`config.mk`:
```
export PLATFORM = sky130hd
export DESIGN_NAME = fetch_unit_s_flat
export DESIGN_NICKNAME = d
export VERILOG_FILES = /design/src/rtl/fetch_unit_s_if.sv /design/src/rtl/fetch_unit_s.sv /design/src/flat_wrapper.sv
export SDC_FILE = /design/constraint.sdc
export NUM_CORES = 1
export LEC_CHECK = 0
export ABC_AREA = 0
export CAP_MARGIN = 20
export CORE_MARGIN = 1
export CORE_UTILIZATION = 54
export CTS_BUF_LIST = sky130_fd_sc_hd__clkbuf_8
export DETAILED_ROUTE_END_ITERATION = 12
export GPL_ROUTABILITY_DRIVEN = 0
export PLACE_DENSITY = 0.85
export SETUP_SLACK_MARGIN = 0.4
export SLEW_MARGIN = 25
export SYNTH_ARGS = -nofsm -noshare
export SYNTH_HDL_FRONTEND = slang
export SYNTH_SLANG_ARGS = --single-unit
```
`constraint.sdc`:
```
create_clock -name clk -period 2.7 [get_ports clk]
set_input_delay 0.405 -clock clk [delete_from_list [all_inputs] [get_ports clk]]
set_output_delay 0.405 -clock clk [all_outputs]
set_load 0.01 [all_outputs]
```
`src/rtl/fetch_unit_s_if.sv`:
```
// Instruction memory request/response bundle for the fetch stage.
// master = fetch side, slave = memory side.
interface fetch_unit_s_if;
   logic        req;
   logic [31:0] addr;
   logic        ack;
   logic [31:0] rdata;

   modport master (
      output req,
      output addr,
      input  ack,
      input  rdata
   );

   modport slave (
      input  req,
      input  addr,
      output ack,
      output rdata
   );
endinterface

```
`src/rtl/fetch_unit_s.sv`:
```
// Fetch stage: owns the PC, one outstanding imem request, stall/flush gating.
// Optional FETCH_PERF_EN adds fetch_count/bubble_count performance counters.
module fetch_unit_s #(
   parameter logic [31:0] RESET_PC = 32'h0000_0000,
   parameter logic [31:0] PC_STEP  = 32'd4
) (
   input  logic           clk,
   input  logic           reset,
   input  logic           is_stall,
   input  logic           is_flush,
   input  logic [31:0]    flush_pc,
   fetch_unit_s_if.master imem,
   output logic           is_valid_out,
   output logic [31:0]    pc_out,
   output logic [31:0]    instr_out
`ifdef FETCH_PERF_EN
   ,
   output logic [31:0]    fetch_count,
   output logic [31:0]    bubble_count
`endif
);

   typedef enum logic [1:0] {
      IDLE,
      FETCH,
      HOLD,
      DRAIN
   } state_t;

   state_t      state;
   logic [31:0] pc;
   logic [31:0] drain_addr;
   logic [31:0] hold_pc;
   logic [31:0] hold_instr;
   logic        deliver;

   assign imem.req  = (state == FETCH) || (state == DRAIN);
   assign imem.addr = (state == DRAIN) ? drain_addr : pc;

   // Asserted exactly when a new instruction is handed to IF/ID.
   assign deliver = !is_flush && !is_stall &&
                    ((state == FETCH && imem.ack) || state == HOLD);

   always_ff @(posedge clk or negedge reset) begin
      if (!reset) begin
         state        <= IDLE;
         pc           <= RESET_PC;
         drain_addr   <= '0;
         hold_pc      <= '0;
         hold_instr   <= '0;
         is_valid_out <= 1'b0;
         pc_out       <= '0;
         instr_out    <= '0;
      end else if (is_flush) begin
         is_valid_out <= 1'b0;
         hold_pc      <= '0;
         hold_instr   <= '0;
         pc           <= flush_pc;
         unique case (state)
            FETCH: begin
               if (imem.ack) begin
                  state <= FETCH;
               end else begin
                  drain_addr <= pc;
                  state      <= DRAIN;
               end
            end
            DRAIN: begin
               if (imem.ack)
                  state <= FETCH;
            end
            HOLD:  state <= FETCH;
            IDLE:  state <= FETCH;
         endcase
      end else begin
         unique case (state)
            IDLE: begin
               is_valid_out <= 1'b0;
               state        <= FETCH;
            end
            FETCH: begin
               if (!imem.ack) begin
                  is_valid_out <= 1'b0;
               end else if (is_stall) begin
                  hold_pc      <= pc;
                  hold_instr   <= imem.rdata;
                  pc           <= pc + PC_STEP;
                  is_valid_out <= 1'b0;
                  state        <= HOLD;
               end else begin
                  is_valid_out <= 1'b1;
                  pc_out       <= pc;
                  instr_out    <= imem.rdata;
                  pc           <= pc + PC_STEP;
               end
            end
            HOLD: begin
               if (is_stall) begin
                  is_valid_out <= 1'b0;
               end else begin
                  is_valid_out <= 1'b1;
                  pc_out       <= hold_pc;
                  instr_out    <= hold_instr;
                  state        <= FETCH;
               end
            end
            DRAIN: begin
               is_valid_out <= 1'b0;
               if (imem.ack)
                  state <= FETCH;
            end
         endcase
      end
   end

`ifdef FETCH_PERF_EN
   always_ff @(posedge clk or negedge reset) begin
      if (!reset) begin
         fetch_count  <= '0;
         bubble_count <= '0;
      end else begin
         if (deliver)
            fetch_count <= fetch_count + 32'd1;
         if (!is_valid_out && state != IDLE)
            bubble_count <= bubble_count + 32'd1;
      end
   end
`endif

endmodule
```
`src/flat_wrapper.sv`:
```
// flat-port wrapper written by rule: the top's interface ports become plain ports
module fetch_unit_s_flat 
#(
   parameter logic [31:0] RESET_PC = 32'h0000_0000,
   parameter logic [31:0] PC_STEP  = 32'd4
)
  (clk, reset, is_stall, is_flush, flush_pc, is_valid_out, pc_out, instr_out, imem_req, imem_addr, imem_ack, imem_rdata);
  fetch_unit_s_if imem_i ();
  input  logic clk;
  input  logic reset;
  input  logic is_stall;
  input  logic is_flush;
  input  logic [31:0] flush_pc;
  output logic is_valid_out;
  output logic [31:0] pc_out;
  output logic [31:0] instr_out;
  output wire logic [$bits(imem_i.req)-1:0] imem_req;
  output wire logic [$bits(imem_i.addr)-1:0] imem_addr;
  input wire logic [$bits(imem_i.ack)-1:0] imem_ack;
  input wire logic [$bits(imem_i.rdata)-1:0] imem_rdata;
  assign imem_req = imem_i.req;
  assign imem_addr = imem_i.addr;
  assign imem_i.ack = imem_ack;
  assign imem_i.rdata = imem_rdata;
  fetch_unit_s #(.RESET_PC(RESET_PC), .PC_STEP(PC_STEP)) u_core (.clk(clk), .reset(reset), .is_stall(is_stall), .is_flush(is_flush), .flush_pc(flush_pc), .imem(imem_i), .is_valid_out(is_valid_out), .pc_out(pc_out), .instr_out(instr_out));
endmodule
```
==> results_dict.tcl <==
set metrics [dict create \
    cts.sinks 195 \
    rrSetupSlack_ps 400 \
    synth_adder_area_share 0.00695 \
    critical_path.max_stage_delay_ps 440 \
    cts_root_buffer "clkbuf_8" \
    grt_overflow 0 \
    syn_to_final_growth_pct 28.2 \
    critPathLaunchType "flop" \
    tightestPinTransition_ps 731 \
    setup_viol 0 \
    place_area_um2 11000 \
    clock.fmax_mhz 433 \
    worstSetupPathType "reg2out" \
    synthArstFlopShare 1.00 \
    status "completed" \
    vias_per_cell 6.16 \
    vias 7288 \
    r2r_end "u_core.pc[21]$_DFFE_PN0P_" \
    cpMostUsedCell "buf_12" \
    clockBufferDepth 2 \
    slew_violations 0 \
    numPortBuffers 166 \
    cts_tree "yes" \
    report.final.hold_viol_count 0 \
    hold_path.class "in2async" \
    drc_errors 0 \
    cp-end-kind "primary output" \
    yosys_warnings 0 \
    worstPathArrival_ps 1900 \
    powerDensity_nw_per_um2 972 \
    synth_compound_area_frac 0.181 \
    die_h_um 131 \
    core_area_um2 16100 \
    gr-usage-all-layers 0.268 \
    dr.pass1.iters 6 \
    ioPinCount 167 \
    crit-reg2reg-launch "u_core.state[1]$_DFFE_PN0P_" \
    synth_top_family_by_area "compound AO/OA/AOI/OAI gates" \
    routed_wl_um 22800 \
    yosysSeqAreaShare 0.542 \
    clk_latency_ps 460 \
    path_clk_slew_ps 90 \
    synth_simple_gate_area_frac 0.0713 \
    antenna_found_initial 0 \
    drv_cap 0 \
    grt_pass1_vias 6865 \
    grt_pass1_wl_um 36500 \
    htreeDepth 4 \
    synth_edf_count 0 \
    slowest_stage "dfrtp_2" \
    crit_chain "ha_4 > buf_12 > buf_12 > buf_4 > mux2_2 > clkbuf_2" \
    min_period_over_period 0.855 \
    met3WireLength_um 1770 \
    highest_layer "met4" \
    min_period_ps 2310 \
    dpl.hpwl_um 14100 \
    clock_skew_ps 13.8 \
    drt_iter0_drc 566 \
    cts_buffers 17 \
    tns_ps 0 \
    yosys.area_share.xor_xnor 0.0117 \
    synth_fp_nets 878 \
    die_area_um2 17200 \
    wl_met2_um 10600 \
    antennaDiodeCount 0 \
    p_leak_uw 0.00474 \
    ys_ff_latch 195 \
    drive_above_1_share 0.192 \
    relSlewSlack 0.512 \
    synth-main-ff-cell "dfrtp_1" \
    rr_worst_depth 7 \
    total_power_uw 11200 \
    fin_nets 1029 \
    wl_per_cell_um 19.3 \
    start_util 0.561 \
    synth_cell_types 40 \
    netlist_area_um2 9000 \
    final_area_um2 11500 \
    ant_nets 0 \
    routedLengthMet1_um 10100 \
    synth.area.mux_share 0.147 \
    cp_max_fo 6 \
    rsz0062_at_grt "yes" \
    syn_avg_cell_area_um2 11.2 \
    ir_drop_mv 0.437 \
    num_rows 46 \
    synthCells 804 \
    required_ps 2300 \
    die_x_um 131 \
    grt_max_degree 67 \
]
==> timing repair <==
action,CTS,global route
setup buffers,9,3
pin swaps,3,6
gates cloned,3,2
gates resized for setup,85,44
hold buffers,1,0
setup endpoints to repair,34,79
hold endpoints to repair,59,0
==> per-stage QoR <==
stage | setup WS (ps) | std cells | hold slack, ps | util
floorplan | 524 | 804 | 109 | -
global route | 326 | 1184 | 495 | 0.719
finish | 393 | 1184 | 488 | 0.719
CTS | 308 | 1179 | 476 | 0.717
detailed placement | 215 | 1134 | 424 | 0.687
global placement | 268 | 1134 | 420 | 0.687
==> Yosys cell counts (3+ instances only) <==
cell type / n / area [um2]
nor2_1: 22 / 82.6
or3_1: 4 / 25.0
a22o_1: 61 / 534
a21oi_1: 69 / 345
mux2_2: 60 / 676
a31oi_1: 80 / 500
o31ai_1: 12 / 90.1
or4_1: 14 / 105
inv_1: 5 / 18.8
nand2_1: 47 / 176
xnor2_1: 9 / 78.8
dfrtp_1: 195 / 4880
xor2_1: 3 / 26.3
mux2i_1: 65 / 651
buf_2: 8 / 40.0
nor3_1: 3 / 15.0
nand3_1: 7 / 35.0
and4_1: 3 / 26.3
buf_1: 9 / 33.8
ha_1: 5 / 62.6
nand4_1: 11 / 68.8
o21ai_0: 23 / 115
clkbuf_1: 65 / 244
nor4_1: 4 / 25.0
==> state kept, by name, summed over array words and instances, names as in the netlist <==
| name | count |
|---|---|
| u_core.pc_out | 32 |
| u_core.state | 2 |
| u_core.is_valid_out | 1 |
| u_core.pc | 32 |
| u_core.hold_pc | 32 |
| u_core.hold_instr | 32 |
| u_core.instr_out | 32 |
| u_core.drain_addr | 32 |
==> critical path: cells and delay by family, from the launching register on <==
kind       cells  cell delay, ps
fa+ha+maj      1             190
flops          1             440
buf+inv        4             530
mux            1             270
==> logic make-up after synthesis <==
group	after synthesis
xor+xnor	12
simple gates	126
fa+ha+maj	5
mux	125
buf+inv	91
compound gates	250
flops	195
==> placed cells by master (no fill, tap or decap), types with 3 or more instances in the layout <==
| cell | count |
|---|---|
| clkbuf_8 | 20 |
| a31oi_1 | 79 |
| clkbuf_2 | 11 |
| nor4_1 | 4 |
| buf_12 | 12 |
| dlygate4sd2_1 | 3 |
| o31ai_1 | 12 |
| o21ai_0 | 22 |
| a22o_1 | 61 |
| clkdlybuf4s15_1 | 3 |
| mux2_2 | 58 |
| ha_4 | 3 |
| or4_1 | 11 |
| buf_6 | 5 |
| clkinv_2 | 6 |
| mux2i_1 | 65 |
| nor2_1 | 21 |
| nand3_2 | 3 |
| and4_1 | 3 |
| nand2_1 | 47 |
| clkdlybuf4s50_1 | 132 |
| or4_4 | 5 |
| dfrtp_1 | 194 |
| or3_1 | 4 |
| inv_1 | 7 |
| nor3_1 | 3 |
| a21oi_1 | 69 |
| xor2_1 | 3 |
| xnor2_1 | 9 |
| buf_4 | 30 |
| buf_2 | 14 |
| nand4_1 | 11 |
| nand3_1 | 6 |
==> report_power, final <==
group          switching [uW]  leakage [uW]  internal [uW]
logic                    2470       0.00217           2650
clock network             983      0.000195            760
registers                 557       0.00238           3810
==> per-layer routing <==
layer  up-vias  track usage
li1       3312            -
met1      3587        0.391
met2       357        0.409
met3        32       0.0475
met4         0       0.0837
met5         -            0
==> how the worst max path moves through the flow <==
| stage | end | start | slack, ps | cells past startpoint |
|---|---|---|---|---|
| 2_1_floorplan | u_core.pc[28]$_DFFE_PN0P_ | u_core.state[1]$_DFFE_PN0P_ | 520 | 7 |
| 3_3_place_gp | u_core.pc[23]$_DFFE_PN0P_ | imem_ack | 270 | 5 |
| 3_5_place_dp | u_core.pc[23]$_DFFE_PN0P_ | imem_ack | 220 | 5 |
| 4_1_cts | imem_addr[26] | u_core.state[1]$_DFFE_PN0P_ | 310 | 5 |
| 5_1_grt | imem_addr[13] | u_core.state[1]$_DFFE_PN0P_ | 330 | 5 |
| 6_report | imem_addr[20] | u_core.state[0]$_DFFE_PN0P_ | 390 | 6 |
==> area by class of cell <==
type	instances	area, um2
flip-flops and latches	195	4880
fillers	1132	4510
multi-input cells	520	3880
repair buffers	215	2130
well taps	216	270
clock buffers	19	262
clock inverters	13	95.1
inverters	6	25.0
No activity file was read; power rests on OpenSTA's default activity.
